$ cat config.mk
export PLATFORM = sky130hd
export DESIGN_NAME = multi_timer_flat
export DESIGN_NICKNAME = d
export VERILOG_FILES = /design/src/rtl/multi_timer_pkg.sv /design/src/rtl/multi_timer_if.sv /design/src/rtl/multi_timer_channel.sv /design/src/rtl/multi_timer.sv /design/src/flat_wrapper.sv
export SDC_FILE = /design/constraint.sdc
export NUM_CORES = 1
export LEC_CHECK = 0
export ABC_AREA = 1
export CAP_MARGIN = 20
export CORE_MARGIN = 10
export CORE_UTILIZATION = 62
export DETAILED_ROUTE_END_ITERATION = 8
export GPL_ROUTABILITY_DRIVEN = 0
export PLACE_DENSITY = 0.82
export SLEW_MARGIN = 20
export SYNTH_ARGS = -nofsm -noshare
export SYNTH_HDL_FRONTEND = slang
export SYNTH_SLANG_ARGS = --single-unit
$ cat constraint.sdc
create_clock -name CLK -period 3.5 [get_ports CLK]
set_clock_uncertainty 0.2 [all_clocks]
set_input_delay 0.525 -clock CLK [delete_from_list [all_inputs] [get_ports CLK]]
set_output_delay 0.525 -clock CLK [all_outputs]
set_load 0.02 [all_outputs]
$ cat src/rtl/multi_timer_pkg.sv
// multi_timer shared types and helpers.
// Channel state encoding and the select-width function.
package multi_timer_pkg;

  typedef enum logic [1:0] {
    ST_IDLE    = 2'd0,
    ST_RUN     = 2'd1,
    ST_EXPIRED = 2'd2
  } ch_state_t;

  localparam int PS_W = 8;

  function automatic int clogb2(input int n);
    int r;
    r = 0;
    while ((1 << r) < n) r++;
    return (r < 1) ? 1 : r;
  endfunction

endpackage

$ cat src/rtl/multi_timer_if.sv
// multi_timer register/control bundle.
// master drives controls, slave returns status.
interface multi_timer_if
  import multi_timer_pkg::*;
#(
  parameter int NCH   = 4,
  parameter int WIDTH = 16
);

  localparam int SW = clogb2(NCH);

  logic             CE;
  logic             WR;
  logic [SW-1:0]    CH_SEL;
  logic [WIDTH-1:0] TERM;
  logic             PERIODIC;
  logic [NCH-1:0]   START;
  logic [NCH-1:0]   STOP;
  logic [NCH-1:0]   IRQ_ACK;
  logic [NCH-1:0]   RUNNING;
  logic [NCH-1:0]   DONE;
  logic [NCH-1:0]   PENDING;
  logic             IRQ;

  modport master (
    output CE, WR, CH_SEL, TERM,
    output PERIODIC, START, STOP,
    output IRQ_ACK,
    input  RUNNING, DONE, PENDING,
    input  IRQ
  );

  modport slave (
    input  CE, WR, CH_SEL, TERM,
    input  PERIODIC, START, STOP,
    input  IRQ_ACK,
    output RUNNING, DONE, PENDING,
    output IRQ
  );

endinterface

$ cat src/rtl/multi_timer_channel.sv
// One timer channel: term, mode, count,
// IDLE/RUN/EXPIRED state and sticky pending.
module timer_channel
  import multi_timer_pkg::*;
#(
  parameter int WIDTH = 16
) (
  input  logic             clk,
  input  logic             rst,
  input  logic             tick,
  input  logic             wr,
  input  logic [WIDTH-1:0] wr_term,
  input  logic             wr_per,
  input  logic             start,
  input  logic             stop,
  input  logic             ack,
  output logic             running,
  output logic             done,
  output logic             pending
);

  ch_state_t        state_q;
  logic [WIDTH-1:0] count_q;
  logic [WIDTH-1:0] term_q;
  logic             per_q;
  logic             done_q;
  logic             pend_q;

  logic [WIDTH-1:0] term_n;
  logic             per_n;
  logic [WIDTH:0]   lim;
  logic [WIDTH:0]   cnt_inc;
  logic             hit;
  logic             start_exp;
  logic             run_exp;
  logic             expire;

  // Writes apply in the same cycle; periodic term 0 acts as 1.
  always_comb begin
    term_n    = wr ? wr_term : term_q;
    per_n     = wr ? wr_per : per_q;
    lim       = {1'b0, term_n};
    if (per_n && (term_n == '0))
      lim = (WIDTH+1)'(1);
    cnt_inc   = {1'b0, count_q} + 1'b1;
    hit       = (cnt_inc >= lim);
    start_exp = !per_n && (term_n == '0);
    run_exp   = (state_q == ST_RUN) && tick && hit;
    expire    = !stop && (start ? start_exp : run_exp);
  end

  // Channel state machine; stop beats start beats counting.
  always_ff @(posedge clk) begin
    if (rst) begin
      state_q <= ST_IDLE;
      count_q <= '0;
      term_q  <= '0;
      per_q   <= 1'b0;
      done_q  <= 1'b0;
      pend_q  <= 1'b0;
    end else begin
      term_q <= term_n;
      per_q  <= per_n;
      pend_q <= expire | (pend_q & ~ack);
      if (stop) begin
        state_q <= ST_IDLE;
        count_q <= '0;
        done_q  <= 1'b0;
      end else if (start) begin
        count_q <= '0;
        if (start_exp) begin
          state_q <= ST_EXPIRED;
          done_q  <= 1'b1;
        end else begin
          state_q <= ST_RUN;
          done_q  <= 1'b0;
        end
      end else if (state_q == ST_RUN && tick) begin
        if (hit) begin
          done_q <= 1'b1;
          if (per_n) begin
            count_q <= '0;
          end else begin
            state_q <= ST_EXPIRED;
            count_q <= term_n;
          end
        end else begin
          count_q <= cnt_inc[WIDTH-1:0];
          done_q  <= 1'b0;
        end
      end else begin
        done_q <= (state_q == ST_EXPIRED);
      end
    end
  end

  assign running = (state_q == ST_RUN);
  assign done    = done_q;
  assign pending = pend_q;

endmodule

$ cat src/rtl/multi_timer.sv
// multi_timer top: NCH channels, tick source, IRQ.
// Optional CE prescaler: define MULTI_TIMER_PRESCALE_EN.
module multi_timer
  import multi_timer_pkg::*;
#(
  parameter int NCH      = 4,
  parameter int WIDTH    = 16,
  parameter int PRESCALE = 1
) (
  input logic          CLK,
  input logic          RST,
  multi_timer_if.slave bus
);

  localparam int SW = clogb2(NCH);

  if (NCH < 2 || NCH > 16 ||
      PRESCALE < 1 || PRESCALE > 256) begin : g_bad_cfg
    $error("multi_timer: parameter out of range");
  end

  logic           tick;
  logic [NCH-1:0] pend;
  logic           irq_q;

`ifdef MULTI_TIMER_PRESCALE_EN
  localparam logic [PS_W-1:0] PS_LAST = PS_W'(PRESCALE - 1);

  logic [PS_W-1:0] pre_q;

  assign tick = bus.CE && (pre_q == PS_LAST);

  // Count CE cycles, wrapping after the last one.
  always_ff @(posedge CLK) begin
    if (RST)
      pre_q <= '0;
    else if (bus.CE)
      pre_q <= (pre_q == PS_LAST) ? '0 : pre_q + 1'b1;
  end
`else
  assign tick = bus.CE;
`endif

  for (genvar i = 0; i < NCH; i++) begin : g_ch
    logic wr_i;

    assign wr_i = bus.WR && (bus.CH_SEL == SW'(i));

    timer_channel #(.WIDTH(WIDTH)) u_ch (
      .clk     (CLK),
      .rst     (RST),
      .tick    (tick),
      .wr      (wr_i),
      .wr_term (bus.TERM),
      .wr_per  (bus.PERIODIC),
      .start   (bus.START[i]),
      .stop    (bus.STOP[i]),
      .ack     (bus.IRQ_ACK[i]),
      .running (bus.RUNNING[i]),
      .done    (bus.DONE[i]),
      .pending (pend[i])
    );
  end

  // Interrupt follows any pending flag by one cycle.
  always_ff @(posedge CLK) begin
    if (RST)
      irq_q <= 1'b0;
    else
      irq_q <= |pend;
  end

  assign bus.PENDING = pend;
  assign bus.IRQ     = irq_q;

endmodule

$ cat src/flat_wrapper.sv
// flat-port wrapper written by rule: the top's interface ports become plain ports
module multi_timer_flat import multi_timer_pkg::*;
#(
  parameter int NCH      = 4,
  parameter int WIDTH    = 16,
  parameter int PRESCALE = 1
)
  (CLK, RST, bus_CE, bus_WR, bus_CH_SEL, bus_TERM, bus_PERIODIC, bus_START, bus_STOP, bus_IRQ_ACK, bus_RUNNING, bus_DONE, bus_PENDING, bus_IRQ);
  multi_timer_if #(.NCH(NCH), .WIDTH(WIDTH)) bus_i ();
  input logic CLK;
  input logic RST;
  input wire logic [$bits(bus_i.CE)-1:0] bus_CE;
  input wire logic [$bits(bus_i.WR)-1:0] bus_WR;
  input wire logic [$bits(bus_i.CH_SEL)-1:0] bus_CH_SEL;
  input wire logic [$bits(bus_i.TERM)-1:0] bus_TERM;
  input wire logic [$bits(bus_i.PERIODIC)-1:0] bus_PERIODIC;
  input wire logic [$bits(bus_i.START)-1:0] bus_START;
  input wire logic [$bits(bus_i.STOP)-1:0] bus_STOP;
  input wire logic [$bits(bus_i.IRQ_ACK)-1:0] bus_IRQ_ACK;
  output wire logic [$bits(bus_i.RUNNING)-1:0] bus_RUNNING;
  output wire logic [$bits(bus_i.DONE)-1:0] bus_DONE;
  output wire logic [$bits(bus_i.PENDING)-1:0] bus_PENDING;
  output wire logic [$bits(bus_i.IRQ)-1:0] bus_IRQ;
  assign bus_i.CE = bus_CE;
  assign bus_i.WR = bus_WR;
  assign bus_i.CH_SEL = bus_CH_SEL;
  assign bus_i.TERM = bus_TERM;
  assign bus_i.PERIODIC = bus_PERIODIC;
  assign bus_i.START = bus_START;
  assign bus_i.STOP = bus_STOP;
  assign bus_i.IRQ_ACK = bus_IRQ_ACK;
  assign bus_RUNNING = bus_i.RUNNING;
  assign bus_DONE = bus_i.DONE;
  assign bus_PENDING = bus_i.PENDING;
  assign bus_IRQ = bus_i.IRQ;
  multi_timer #(.NCH(NCH), .WIDTH(WIDTH), .PRESCALE(PRESCALE)) u_core (.CLK(CLK), .RST(RST), .bus(bus_i));
endmodule
==> run metrics <==
effective utilization at floorplan=62.66%; row count=46; CTS tree=done; vias in the first global route=10,289; Clock Latency Late Sink=0.44 ns; hold_buf cts=0; met3 usage=5.037%; Diodes inserted=0; final net count=1,818; Synth area leader=dfxtp_1; Worst-path clk slew=0.07 ns; TritonCTS buffer count=17; Finished Core Util=77.31%; HP Class=input pin to flop; startpoint types=input pin; CP Capture Type=flop; worst relative slew slack=55.84%; CTS root buffer=clkbuf_16; fill cell count=1,216; most numerous cell in the Yosys netlist=nand2_1; post-synthesis sequential area ratio=30.18%; # DRC=0; port bufs=47; MaxCap Viol Count=0; Worst R2R Setup Slack=0.21 ns; final hold violation count=0; syn_nets=1,665; fin. max-slew vios=0; Worst Max-Slew Pin Slew=0.6599 ns; die height=146.3 um; width of the die=146.3 um; CTS H-tree lvls=4; Fmax achieved=0.2995 GHz; register area=2987 um^2; critical path class=input pin to flop; initial DRC count=1,101; sum of negative setup slack=0 ns; initial antenna violation count=0; placed cell areas=11,450 um^2; area of the multi-input gates=5779 um^2; worst-path fanout max=8; Die Area=21,390 um^2; grt met2 use=45.13%; GRT met1 Usage=32.48%; grt total ovfl=0; Clock Sink Count=149; CP most frequent cell=nand2_1; busiest layer in global routing=met2; io pins=48; Core Footprint=15,770 um^2; most frequent cells after synthesis=nand2_1 (376), inv_1 (236), nor2_1 (216); top post-synthesis cells by area=dfxtp_1 (30%), nand2_1 (14%), inv_1 (9.0%); WL final=29.56 mm; Seq cells post-synth=149; P per Cell Area=377.4 nW/um^2; cell area after synthesis=9882 um^2; Area growth, synth to finish=23.37%; Fin Hold WS=0.2414 ns; Initial DRT Pass Iterations=6; Post-synth EDFFs=0; Top FF cell, synth=dfxtp_1; gr usage total=26.85%; status=finished clean; CP peak stage delay=0.50 ns; global-route wire length before repair=48.14 mm; layout cells sized above 1=13.14%; Peak VDD IR=0.4196 mV; routed wire length per instance=15.21 um; total power draw=4.601 mW; Final Instance Area=12,190 um^2; P_leak=6.091 nW; final setup vio count=0; arrival time worst endpoint=3.46 ns; Syn Inst Count=1,562; Synth top area share=30.18%; Max Root-Sink Buffers=2; Avg Vias per Cell=5.569; Final min period=3.338 ns; Post-Syn Area per Cell=6.326 um^2; crit path cell chain=dlygate4sd2_1 > nand3_2 > buf_4 > nand2_1 > o21ai_1 > nand4_1 > nor2_1 > nand3_1 > nand2_1 > ha_1 > nand2_1 > inv_1 > nand2_1 > nor2_1 > nand2_1 > nand3_1 > nor2_1 > nand2_2 > nand2_2 > buf_4 > o21ai_0 > a21oi_1; Synth Warn #=0; asr flop ratio synth=0%; distinct cell type count of the synthesized netlist=38; HPWL after detailed placement=21.24 mm; Crit-path slowest cell=dlygate4sd2_1; largest net degree at the start of global routing=41; ANT nets after route=0; Data required, critical path=3.62 ns; fin crit share=95.38%; total number of vias=10,827
-- routing by layer --
metal / vias to the layer above / routed length [um]
met2: 523 / 13990
met1: 4920 / 11980
met3: 128 / 2371
met5: - / 0
li1: 5256 / -
met4: 0 / 1220
-- cell usage in the layout (no fill, tap or decap), types with 5 or more instances in the layout --
cell and instances:
clkbuf_16 18, xor2_1 37, buf_12 6, o21ai_0 60, nand3b_1 6, nor3_1 11, o21a_1 9, buf_4 132
dfxtp_1 146, nor2_1 210, nand2_2 6, or2_2 17, nand4_1 27, nor2_2 8, ha_1 68, inv_1 236
nand3_1 145, clkdlybuf4s50_1 43, o21ai_1 20, a21oi_1 80, xnor2_1 5, nand2_1 373
-- worst max-delay path: cells and delay by family --
family / cells / cell delay (ns)
buffers and inverters: 4 / 0.96
and+or+nand+nor: 14 / 1.33
adders and majority gates: 1 / 0.28
AOI/OAI and AO/OA: 3 / 0.36
-- per-stage QoR --
step	std cells	setup slack [ns]
6_report	1944	0.1615
5_1_grt	1944	-0.002118
4_1_cts	1940	0.04783
3_5_place_dp	1907	-0.4519
3_3_place_gp	1907	-0.3318
2_1_floorplan	1562	0.4278
-- power by group --
group,switching [mW],internal [mW],leakage (nW)
Combinational,0.523,0.373,4.59
Sequential,0.0179,1.74,1.21
Clock,0.798,1.15,0.291
-- area by class of cell --
type	instances	area share, %
Multi-Input combinational cell	1117	47.40
Sequential cell	149	24.50
Timing Repair Buffer	188	13.35
Inverter	242	7.471
Clock buffer	19	3.633
Tap cell	216	2.217
Clock inverter	13	1.427
-- cell families after synthesis --
logic type / share of synthesized area, %
compound gates: 10.47
xor+xnor: 3.722
fa+ha+maj: 8.610
buf+inv: 12.04
flops: 30.18
simple gates: 34.97
-- what timing repair did --
action / CTS / global route
cloned: 1 / 2
endpoints found under the setup margin: 10 / 73
resized for setup: 2 / 27
setup buffers: 0 / 2
pin swaps: 1 / 6
-- path summary, 6_finish.rpt --
check                                              startpoint                                     endpoint  cells past startpoint
hold reg to reg        u_core.g_ch[2].u_ch.pending$_SDFF_PP0_       u_core.g_ch[2].u_ch.pending$_SDFF_PP0_                      2
setup / recovery                                bus_CH_SEL[1]  u_core.g_ch[3].u_ch.count_q[8]$_SDFFE_PP0P_                     22
hold / removal                                            RST                    u_core.bus.IRQ$_SDFF_PP0_                      2
setup reg to reg  u_core.g_ch[3].u_ch.count_q[1]$_SDFFE_PP0P_  u_core.g_ch[3].u_ch.count_q[8]$_SDFFE_PP0P_                     20
-- flip-flops by register name (all words and copies together) (netlist names) --
register                  cells
u_core.g_ch.u_ch.count_q     64
u_core.g_ch.u_ch.done         4
u_core.g_ch.u_ch.per_q        4
u_core.g_ch.u_ch.pending      4
u_core.g_ch.u_ch.term_q      64
u_core.g_ch.u_ch.state_q      8
u_core.bus.IRQ                1
No activity file was read; power rests on OpenSTA's default activity.
